==> src/rtl/game_timer_if.sv <==
// Control/status bundle between the game logic and the countdown timer.
// The timer is the slave: it takes start/pause and reports time and status.
interface game_timer_if;
    logic       start;
    logic       pause;
    logic [7:0] time_bcd;
    logic       sec_tick;
    logic       running;
    logic       time_up;

    modport master (
        output start,
        output pause,
        input  time_bcd,
        input  sec_tick,
        input  running,
        input  time_up
    );

    modport slave (
        input  start,
        input  pause,
        output time_bcd,
        output sec_tick,
        output running,
        output time_up
    );
endinterface

==> src/rtl/game_timer.sv <==
// Game countdown timer: a prescaler divides clk down to game seconds and a
// two-digit BCD counter runs from GAME_SECONDS down to zero.
//
//   state     | meaning
//   ----------+-----------------------------------------------------------
//   ST_IDLE   | after reset, outputs at zero, waiting for start
//   ST_RUN    | counting; running=1
//   ST_PAUSED | prescaler and time frozen; no sec_tick
//   ST_END    | time expired, time_bcd=00, time_up=1 until the next start
//
// Pause simply gates the prescaler: every cycle with pause low in RUN or
// PAUSED is a counted cycle, so pausing neither loses nor adds cycles.
// time_up feeds module_en of the end-screen overlay.
module game_timer #(
    parameter int CLK_FREQ_HZ  = 65_000_000,
    parameter int GAME_SECONDS = 60
) (
    input  logic         clk,
    input  logic         rst,
    game_timer_if.slave  bus
);

    localparam int            PW         = (CLK_FREQ_HZ > 2) ? $clog2(CLK_FREQ_HZ) : 1;
    localparam logic [PW-1:0] PRESC_MAX  = PW'(CLK_FREQ_HZ - 1);
    localparam logic [7:0]    LOAD_BCD   = {4'(GAME_SECONDS / 10), 4'(GAME_SECONDS % 10)};

    typedef enum logic [1:0] {
        ST_IDLE   = 2'd0,
        ST_RUN    = 2'd1,
        ST_PAUSED = 2'd2,
        ST_END    = 2'd3
    } state_t;

    state_t        state_q, state_d;
    logic [PW-1:0] presc_q, presc_d;
    logic [7:0]    time_q, time_d;
    logic          tick_q, tick_d;
    logic          running_q, running_d;
    logic          time_up_q, time_up_d;

    function automatic logic [7:0] bcd_dec(input logic [7:0] v);
        if (v[3:0] == 4'd0) begin
            return {v[7:4] - 4'd1, 4'd9};
        end
        return {v[7:4], v[3:0] - 4'd1};
    endfunction

    // Next-state, prescaler and BCD countdown; start overrides everything.
    always_comb begin
        state_d = state_q;
        presc_d = presc_q;
        time_d  = time_q;
        tick_d  = 1'b0;
        if (bus.start) begin
            state_d = ST_RUN;
            presc_d = '0;
            time_d  = LOAD_BCD;
        end else begin
            case (state_q)
                ST_RUN, ST_PAUSED: begin
                    if (bus.pause) begin
                        state_d = ST_PAUSED;
                    end else begin
                        state_d = ST_RUN;
                        if (presc_q == PRESC_MAX) begin
                            presc_d = '0;
                            tick_d  = 1'b1;
                            if (time_q == 8'h01) begin
                                time_d  = 8'h00;
                                state_d = ST_END;
                            end else begin
                                time_d = bcd_dec(time_q);
                            end
                        end else begin
                            presc_d = presc_q + 1'b1;
                        end
                    end
                end
                ST_IDLE, ST_END: begin
                    state_d = state_q;
                end
                default: begin
                    state_d = ST_IDLE;
                end
            endcase
        end
        running_d = (state_d == ST_RUN);
        time_up_d = (state_d == ST_END);
    end

    // State, counters and registered status outputs.
    always_ff @(posedge clk or posedge rst) begin
        if (rst) begin
            state_q   <= ST_IDLE;
            presc_q   <= '0;
            time_q    <= 8'h00;
            tick_q    <= 1'b0;
            running_q <= 1'b0;
            time_up_q <= 1'b0;
        end else begin
            state_q   <= state_d;
            presc_q   <= presc_d;
            time_q    <= time_d;
            tick_q    <= tick_d;
            running_q <= running_d;
            time_up_q <= time_up_d;
        end
    end

    assign bus.time_bcd = time_q;
    assign bus.sec_tick = tick_q;
    assign bus.running  = running_q;
    assign bus.time_up  = time_up_q;

endmodule

==> src/flat_wrapper.sv <==
// flat-port wrapper written by rule: the top's interface ports become plain ports
module game_timer_flat 
#(
    parameter int CLK_FREQ_HZ  = 65_000_000,
    parameter int GAME_SECONDS = 60
)
  (clk, rst, bus_start, bus_pause, bus_time_bcd, bus_sec_tick, bus_running, bus_time_up);
  game_timer_if bus_i ();
  input  logic clk;
  input  logic rst;
  input wire logic [$bits(bus_i.start)-1:0] bus_start;
  input wire logic [$bits(bus_i.pause)-1:0] bus_pause;
  output wire logic [$bits(bus_i.time_bcd)-1:0] bus_time_bcd;
  output wire logic [$bits(bus_i.sec_tick)-1:0] bus_sec_tick;
  output wire logic [$bits(bus_i.running)-1:0] bus_running;
  output wire logic [$bits(bus_i.time_up)-1:0] bus_time_up;
  assign bus_i.start = bus_start;
  assign bus_i.pause = bus_pause;
  assign bus_time_bcd = bus_i.time_bcd;
  assign bus_sec_tick = bus_i.sec_tick;
  assign bus_running = bus_i.running;
  assign bus_time_up = bus_i.time_up;
  game_timer #(.CLK_FREQ_HZ(CLK_FREQ_HZ), .GAME_SECONDS(GAME_SECONDS)) u_core (.clk(clk), .rst(rst), .bus(bus_i));
endmodule
==> config.mk <==
export PLATFORM = sky130hd
export DESIGN_NAME = game_timer_flat
export DESIGN_NICKNAME = d
export VERILOG_FILES = /design/src/rtl/game_timer_if.sv /design/src/rtl/game_timer.sv /design/src/flat_wrapper.sv
export SDC_FILE = /design/constraint.sdc
export NUM_CORES = 1
export LEC_CHECK = 0
export CORE_MARGIN = 5
export CORE_UTILIZATION = 30
export CTS_BUF_LIST = sky130_fd_sc_hd__clkbuf_4 sky130_fd_sc_hd__clkbuf_8 sky130_fd_sc_hd__clkbuf_16
export DETAILED_ROUTE_END_ITERATION = 7
export PLACE_DENSITY = 0.52
export SLEW_MARGIN = 25
export SYNTH_ARGS = -nofsm -noshare
export SYNTH_HDL_FRONTEND = slang
export SYNTH_SLANG_ARGS = --single-unit
==> constraint.sdc <==
create_clock -name clk -period 5.3 [get_ports clk]
set_input_delay 1.06 -clock clk [delete_from_list [all_inputs] [get_ports clk]]
set_output_delay 1.06 -clock clk [all_outputs]
set_load 0.02 [all_outputs]
---- After elaboration in Yosys (flattened, before gate mapping) ----
Cells that the tools add are included.
storage, ports and cells
  register bits ........................... 39
  output and inout port bits .............. 11
operators by class
  $add $sub $neg .......................... 3
  equality and inequality tests ........... 8
  mux-type cells .......................... 26
  reduce and logical (&&, ||, !) cells .... 10
operators by type and width
  operator               count
  $mux 26                4
  $mux 8                 7
  $add 26x1->26 const B  1
  $eq 26x26->1 const B   1
  $mux 1                 10
  $eq 8x1->1 const B     1
  $mux 2                 4
  $sub 4x1->4 const B    2
  $eq 2x2->1 const B     3
  $eq 2x1->1 const B     2
  $logic_not 4->1        1
  $pmux 2 s2             1
  $reduce_and 4->1       1
  $reduce_bool 2->1      2
  $reduce_or 2->1        2
  $reduce_and 3->1       1
  $reduce_bool 3->1      1
  $logic_not 2->1        1
  $ne 2x2->1 const B     1
  $reduce_and 2->1       1

---- Logic depth before layout (Yosys ltp) ----
Gate-level depths: netlist (run 1).
  word-level depth ........................ 13
  mapped depth ............................ 8
  mapped depth without buffers ............ 7

---- Worst setup path after synthesis (run 1) ----
OpenSTA, ideal clock, no wires.
  kind .................................... in2reg
  start point ............................. input port bus_pause
  end point ............................... register u_core.time_q[1] (netlist: u_core.bus.time_bcd[1])
  setup time .............................. 0.125 ns
  data arrival time ....................... 2.101 ns
  required time ........................... 5.175 ns
  slack ................................... 3.074 ns
  stages on the path ...................... 5
  cell sequence ........................... nand4b_1 > nor4_2 > or2_2 > buf_4 > mux2_2
between the ends
  longest elaborated chain between the ends .. 2
ends and longest elaborated chain
  item                        line                source
  start, declared             flat_wrapper.sv:12  input wire logic [$bits(bus_i.pause)-1:0] bus_pause;
  $ne 2x2->1 (no line)        n/a
  $reduce_and 3->1 (no line)  n/a
  end signal, assigned        game_timer.sv:103   time_q <= time_d;
  end, declared               game_timer.sv:36    logic [7:0] time_q, time_d;
Every way passes these cells.
A chain may end at the register's enable or synchronous reset.

---- Worst setup path in the final report (run 1) ----
Ends and elaborated chain as after synthesis.

==> results of run 1 <==
==> stage by stage <==
stage / setup WS (ns) / total power, uW
2_1_floorplan: 3.07 / 359
3_3_place_gp: 2.10 / 380
3_5_place_dp: 2.00 / 381
4_1_cts: 2.32 / 588
5_1_grt: 2.14 / 608
6_report: 2.36 / 578
==> area by class of cell <==
| class | instances | area, sq um |
|---|---|---|
| Inverter | 6 | 22.5 |
| Timing Repair Buffer | 17 | 163 |
| Multi-Input combinational cell | 175 | 1120 |
| Sequential cell | 39 | 976 |
| Fill cell | 777 | 4640 |
| Clock inverter | 1 | 5.00 |
| Clock buffer | 7 | 83.8 |
| Tap cell | 99 | 124 |
==> logic make-up after synthesis <==
kind of cell / after synthesis
AO/OA/AOI/OAI: 26
XOR/XNOR: 24
adder cells (fa/ha/maj): 5
buffers and inverters: 12
flip-flops: 39
multiplexers: 3
AND/OR/NAND/NOR: 117
==> routing by layer <==
metal	share of wire	vias to the layer above	track usage
met4	0.016	0	0.0361
met5	0	-	0
met3	0.036	6	0.0327
met1	0.49	815	0.159
met2	0.46	22	0.188
li1	-	843	-
==> worst max-delay path: stages <==
cell             delay [ns]
clkdlybuf4s50_1        0.53
nand4b_1               0.25
nor4_2                 0.36
or2_2                  0.52
mux2_2                 0.39
==> registers in the layout, indices dropped and copies added (netlist names) <==
signal / count
u_core.bus.time_bcd: 8
u_core.presc_q: 26
u_core.bus.sec_tick: 1
u_core.bus.time_up: 1
u_core.bus.running: 1
u_core.state_q: 2
==> synth_stat cells, types with 2 or more instances <==
cell type | n | area share
a21o_1 | 2 | 0.0070
a21oi_1 | 7 | 0.016
a31o_2 | 2 | 0.0081
and3_1 | 3 | 0.0087
and4_1 | 2 | 0.0081
buf_4 | 3 | 0.010
clkbuf_1 | 3 | 0.0052
dfrtp_1 | 39 | 0.45
ha_1 | 5 | 0.029
inv_1 | 6 | 0.010
mux2i_1 | 2 | 0.0093
nand2_1 | 17 | 0.030
nand2b_1 | 2 | 0.0058
nand3_1 | 11 | 0.026
nand4_1 | 16 | 0.046
nand4b_1 | 2 | 0.0081
nor2_1 | 37 | 0.064
nor2b_1 | 3 | 0.0087
nor3_1 | 4 | 0.0093
nor4_1 | 2 | 0.0058
nor4b_1 | 2 | 0.0081
nor4bb_1 | 2 | 0.0093
o21ai_0 | 5 | 0.012
o31ai_1 | 3 | 0.010
or2_2 | 2 | 0.0058
or3_1 | 3 | 0.0087
or4_1 | 2 | 0.0070
xnor2_1 | 4 | 0.016
xor2_1 | 20 | 0.081
==> report_power, final <==
group          internal, uW  switching [uW]
logic                  22.6            40.7
clock network           103             102
registers               304            6.70
==> cells in the final DEF (no fill, tap or decap), types with 3 or more instances in the layout <==
| cell | n |
|---|---|
| nor3_1 | 4 |
| clkdlybuf4s50_1 | 14 |
| xnor2_1 | 4 |
| ha_1 | 5 |
| inv_1 | 6 |
| nand2_1 | 17 |
| or3_1 | 3 |
| and3_1 | 3 |
| nand4_1 | 16 |
| nor2b_1 | 3 |
| o21ai_0 | 5 |
| buf_4 | 3 |
| xor2_1 | 20 |
| dfrtp_1 | 39 |
| clkbuf_8 | 5 |
| nand3_1 | 11 |
| o31ai_1 | 3 |
| a21oi_1 | 7 |
| nor2_1 | 37 |
==> worst paths after layout <==
path / from / endpoint / slack, ns / cells past startpoint
setup / recovery: bus_pause / u_core.bus.time_bcd[1] / 2.36 / 5
max in group asynchronous: rst / u_core.presc_q[24] / 3.75 / 3
min in group asynchronous: rst / u_core.presc_q[19] / 1.19 / 3
hold / removal: u_core.bus.time_bcd[7] / u_core.bus.time_bcd[7] / 0.50 / 1
setup reg to reg: u_core.presc_q[0] / u_core.bus.time_bcd[1] / 2.74 / 6
hold reg to reg: u_core.bus.time_bcd[7] / u_core.bus.time_bcd[7] / 0.50 / 1
==> impl_metrics.env, run 1 <==
export IMPL_period_share=0.556
export IMPL_globalRouteTotalUtil=0.119
export IMPL_worst_slew_pin_slew_ns=0.752
export IMPL_fin_area_sq_um=2500
export IMPL_syn_inst=226
export IMPL_period_needed_ns=2.94
export IMPL_drv_cap=0
export IMPL_antenna_left=0
export IMPL_post_cts_buffers=0
export IMPL_dieHeight_um=94.8
export IMPL_status="finished, final reports clean"
export IMPL_stdcell_count=344
export IMPL_tritoncts="done"
export IMPL_peakVddDrop_mv=0.0950
export IMPL_end_kind="flip-flop"
export IMPL_cts_resized=0
export IMPL_post_route_util=0.350
export IMPL_synthMuxAreaShare=0.0145
export IMPL_arrival_ns=3.12
export IMPL_synth_top_family_by_area="simple AND/OR/NAND/NOR gates"
export IMPL_place_area_sq_um=2410
export IMPL_drt_first_iter_violations=44
export IMPL_hpwl_um=3350
export IMPL_via_per_inst=4.90
export IMPL_cts_buffers=5
export IMPL_clock_sinks=39
export IMPL_slew_violations=0
export IMPL_htree_levels=2
export IMPL_yosys_area_share_simple=0.295
export IMPL_antennaDiodeCount=0
export IMPL_io_pins=15
export IMPL_tns_ns=0
export IMPL_clk_insertion_delay_late_ns=0.29
export IMPL_setup_viol=0
export IMPL_grt_pass1_wl_um=8480
export IMPL_ys_types=44
export IMPL_drt_first_pass_iters=4
export IMPL_grt_pass1_vias=1773
export IMPL_synth_async_reset_ratio=1.00
export IMPL_ys_ff_latch=39
export IMPL_drive_above_1_share=0.0857
export IMPL_critPathKind="in2reg"
export IMPL_p_leak_uw=0.00102
export IMPL_power_density_nw_per_um2=231
export IMPL_area_growth_pct=15.8
export IMPL_gp_congestion=0.740
export IMPL_synth_xor_area_share=0.0975
export IMPL_synth_fa_ha_area_frac=0.0290
export IMPL_start_kind="primary input"
export IMPL_yosysWarnings=0
export IMPL_start_util=0.302
export IMPL_postCtsHoldBufs=0
export IMPL_rsz0062_at_grt="false"
export IMPL_syn_avg_cell_area_sq_um=9.54
export IMPL_nNetsFinal=253
export IMPL_fmax_ghz=0.340
export IMPL_rows=31
export IMPL_grt_max_degree=40
export IMPL_wire_per_inst_um=13.6
export IMPL_whs_ns=0.500
export IMPL_antenna_found_initial=0
export IMPL_skew_ns=0.0111
export IMPL_ys_seq_area_frac=0.453
export IMPL_max_slew_margin=0.494
export IMPL_totalWireLength_um=4670
export IMPL_portBuffers=14
export IMPL_overflow=0
export IMPL_core_sq_um=7140
export IMPL_root_buffer="clkbuf_8"
export IMPL_netlist_area_sq_um=2160
export IMPL_die_w_um=94.8
export IMPL_clock_path_buffers=2
export IMPL_path_max_fanout=26
export IMPL_vias=1686
export IMPL_syn_nets=235
export IMPL_dpl_cell_count=336
export IMPL_cts_clk_slew_worst_paths_ns=0.08
export IMPL_synth_top_flop_cell="dfrtp_1"
export IMPL_hold_path_class="reg2reg"
export IMPL_synth_edff_count=0
export IMPL_cp_required_ns=5.47
export IMPL_hold_viol=0
export IMPL_drt_drc_violations_left=0
export IMPL_synth_compound_area_frac=0.0847
export IMPL_die_area_sq_um=8980
(Power assumes the default switching activity.)
==> inputs of run 2 (changes only) <==
==> constraint.sdc (replaced) <==
create_clock -name clk -period 2.74 [get_ports clk]
set_input_delay 0.548 -clock clk [delete_from_list [all_inputs] [get_ports clk]]
set_output_delay 0.548 -clock clk [all_outputs]
set_load 0.02 [all_outputs]
==> impl_metrics.env, run 2 (synthesized netlist as in run 1, its figures left out) <==
export IMPL_clock_sinks=39
export IMPL_totalWireLength_um=4760
export IMPL_nFillCells=759
export IMPL_max_slew_margin=0.594
export IMPL_hold_viol=0
export IMPL_cp_depth=6
export IMPL_crit_buf_inv=0
export IMPL_r2r_cells=6
export IMPL_portBuffers=14
export IMPL_die_area_sq_um=8980
export IMPL_clockPowerShare=0.406
export IMPL_tritoncts="done"
export IMPL_via_per_inst=4.89
export IMPL_highest_layer="met4"
export IMPL_rsz0062_at_grt="false"
export IMPL_status="finished, final reports clean"
export IMPL_stdcell_count=348
export IMPL_core_sq_um=7140
export IMPL_slew_violations=0
export IMPL_overflow=0
export IMPL_hold_path_class="reg2reg"
export IMPL_period_needed_ns=2.12
export IMPL_post_route_util=0.358
export IMPL_antenna_found_initial=0
export IMPL_start_util=0.302
export IMPL_power_density_nw_per_um2=477
export IMPL_postCtsHoldBufs=0
export IMPL_globalRouteTotalUtil=0.119
export IMPL_setup_viol=0
export IMPL_grt_pass1_vias=1725
export IMPL_skew_ns=0.0121
export IMPL_clk_insertion_delay_late_ns=0.29
export IMPL_vias=1700
export IMPL_cts_clk_slew_worst_paths_ns=0.08
export IMPL_clock_path_buffers=2
export IMPL_met3_length_um=124
export IMPL_multi_input_area_sq_um=1120
export IMPL_hpwl_um=3380
export IMPL_layout_commonest_cell="dfrtp_1"
export IMPL_slowest_stage="nor3_1"
export IMPL_grt_pass1_wl_um=8310
export IMPL_path_max_fanout=5
export IMPL_dr_wl_met2_um=2140
export IMPL_drt_first_pass_iters=4
export IMPL_place_area_sq_um=2440
export IMPL_root_buffer="clkbuf_8"
export IMPL_peakVddDrop_mv=0.176
export IMPL_die_w_um=94.8
export IMPL_critPathTopFamily="simple AND/OR/NAND/NOR gates"
export IMPL_cp_cell_sequence="ha_1, and4_1, nand4_1, nor3_1, nand3_1, a211oi_1"
export IMPL_drv_cap=0
export IMPL_pre_cts_slack_ns=0.390
export IMPL_period_share=0.772
export IMPL_fin_area_sq_um=2560
export IMPL_dpl_cell_count=340
export IMPL_wire_per_inst_um=13.7
export IMPL_dieHeight_um=94.8
export IMPL_htree_levels=2
export IMPL_wl_met1_um=2460
export IMPL_final_cell_mix="dfrtp_1, nor2_1, xor2_1"
export IMPL_combPwrFrac=0.101
export IMPL_switching_share=0.240
export IMPL_cp_required_ns=2.94
export IMPL_grt_max_degree=40
export IMPL_antennaDiodeCount=0
export IMPL_p_leak_uw=0.00105
export IMPL_area_growth_pct=18.6
export IMPL_arrival_ns=2.31
export IMPL_seq_area_sq_um=976
export IMPL_drt_drc_violations_left=0
export IMPL_cts_buffers=5
export IMPL_power_internal_uw=927
export IMPL_switchingPower_uw=293
export IMPL_fmax_ghz=0.472
export IMPL_worst_slew_pin_slew_ns=0.604
export IMPL_largest_reg_flops=26
export IMPL_end_kind="flip-flop"
export IMPL_cts_resized=0
export IMPL_critPathKind="reg2reg"
export IMPL_drive_above_1_share=0.100
export IMPL_nNetsFinal=257
export IMPL_hold_depth=1
export IMPL_gp_congestion=0.782
export IMPL_start_kind="flip-flop"
export IMPL_worst_slack_ns=0.624
export IMPL_post_cts_buffers=0
export IMPL_rows=31
export IMPL_power_frac_seq=0.493
export IMPL_antenna_left=0
export IMPL_tns_ns=0
export IMPL_top_register="u_core.presc_q"
export IMPL_crit_path_max_incr_delay_ns=0.48
export IMPL_io_pins=15
export IMPL_drt_first_iter_violations=97
==> run 2: cell types whose count changed in the layout (fill, tap and decap cells not counted), sizes merged <==
cell	before	now
buf	3	7
bufinv	0	1
clkbuf	7	6
==> run 2: routing by layer <==
metal  track usage  vias up
met1         0.162      820
met5             0        -
met3        0.0263        2
li1              -      850
met2         0.188       28
met4        0.0361        0
==> run 2: path summary, 6_finish.rpt <==
check,slack [ns],start,endpoint
worst max-delay path,0.62,u_core.presc_q[0],u_core.state_q[1]
worst min-delay path,0.53,u_core.bus.time_bcd[7],u_core.bus.time_bcd[7]
worst max register to register,0.62,u_core.presc_q[0],u_core.state_q[1]
worst min register to register,0.53,u_core.bus.time_bcd[7],u_core.bus.time_bcd[7]
max in group asynchronous,1.69,rst,u_core.presc_q[21]
min in group asynchronous,0.69,rst,u_core.bus.sec_tick
==> run 2: cell type report <==
class,instances,area share
tap,99,0.0485
clock buffer,6,0.0323
timing repair buffer,21,0.0754
sequential,39,0.382
clock inverter,2,0.0137
inverter,6,0.00881
multi-input combinational,175,0.440
==> run 2: power by group through the flow <==
stage	logic [uW]	registers, uW	clock network, uW
floorplan	76.6	618	0
global placement	126	613	0
detailed placement	126	613	0
CTS	126	601	516
global route	140	604	532
finish	123	602	495
==> run 2: per-stage QoR <==
stage               total power (uW)  hold WS [ns]
floorplan                        694         0.505
global placement                 739         0.506
detailed placement               738         0.516
CTS                             1240         0.532
global route                    1280         0.557
finish                          1220         0.532
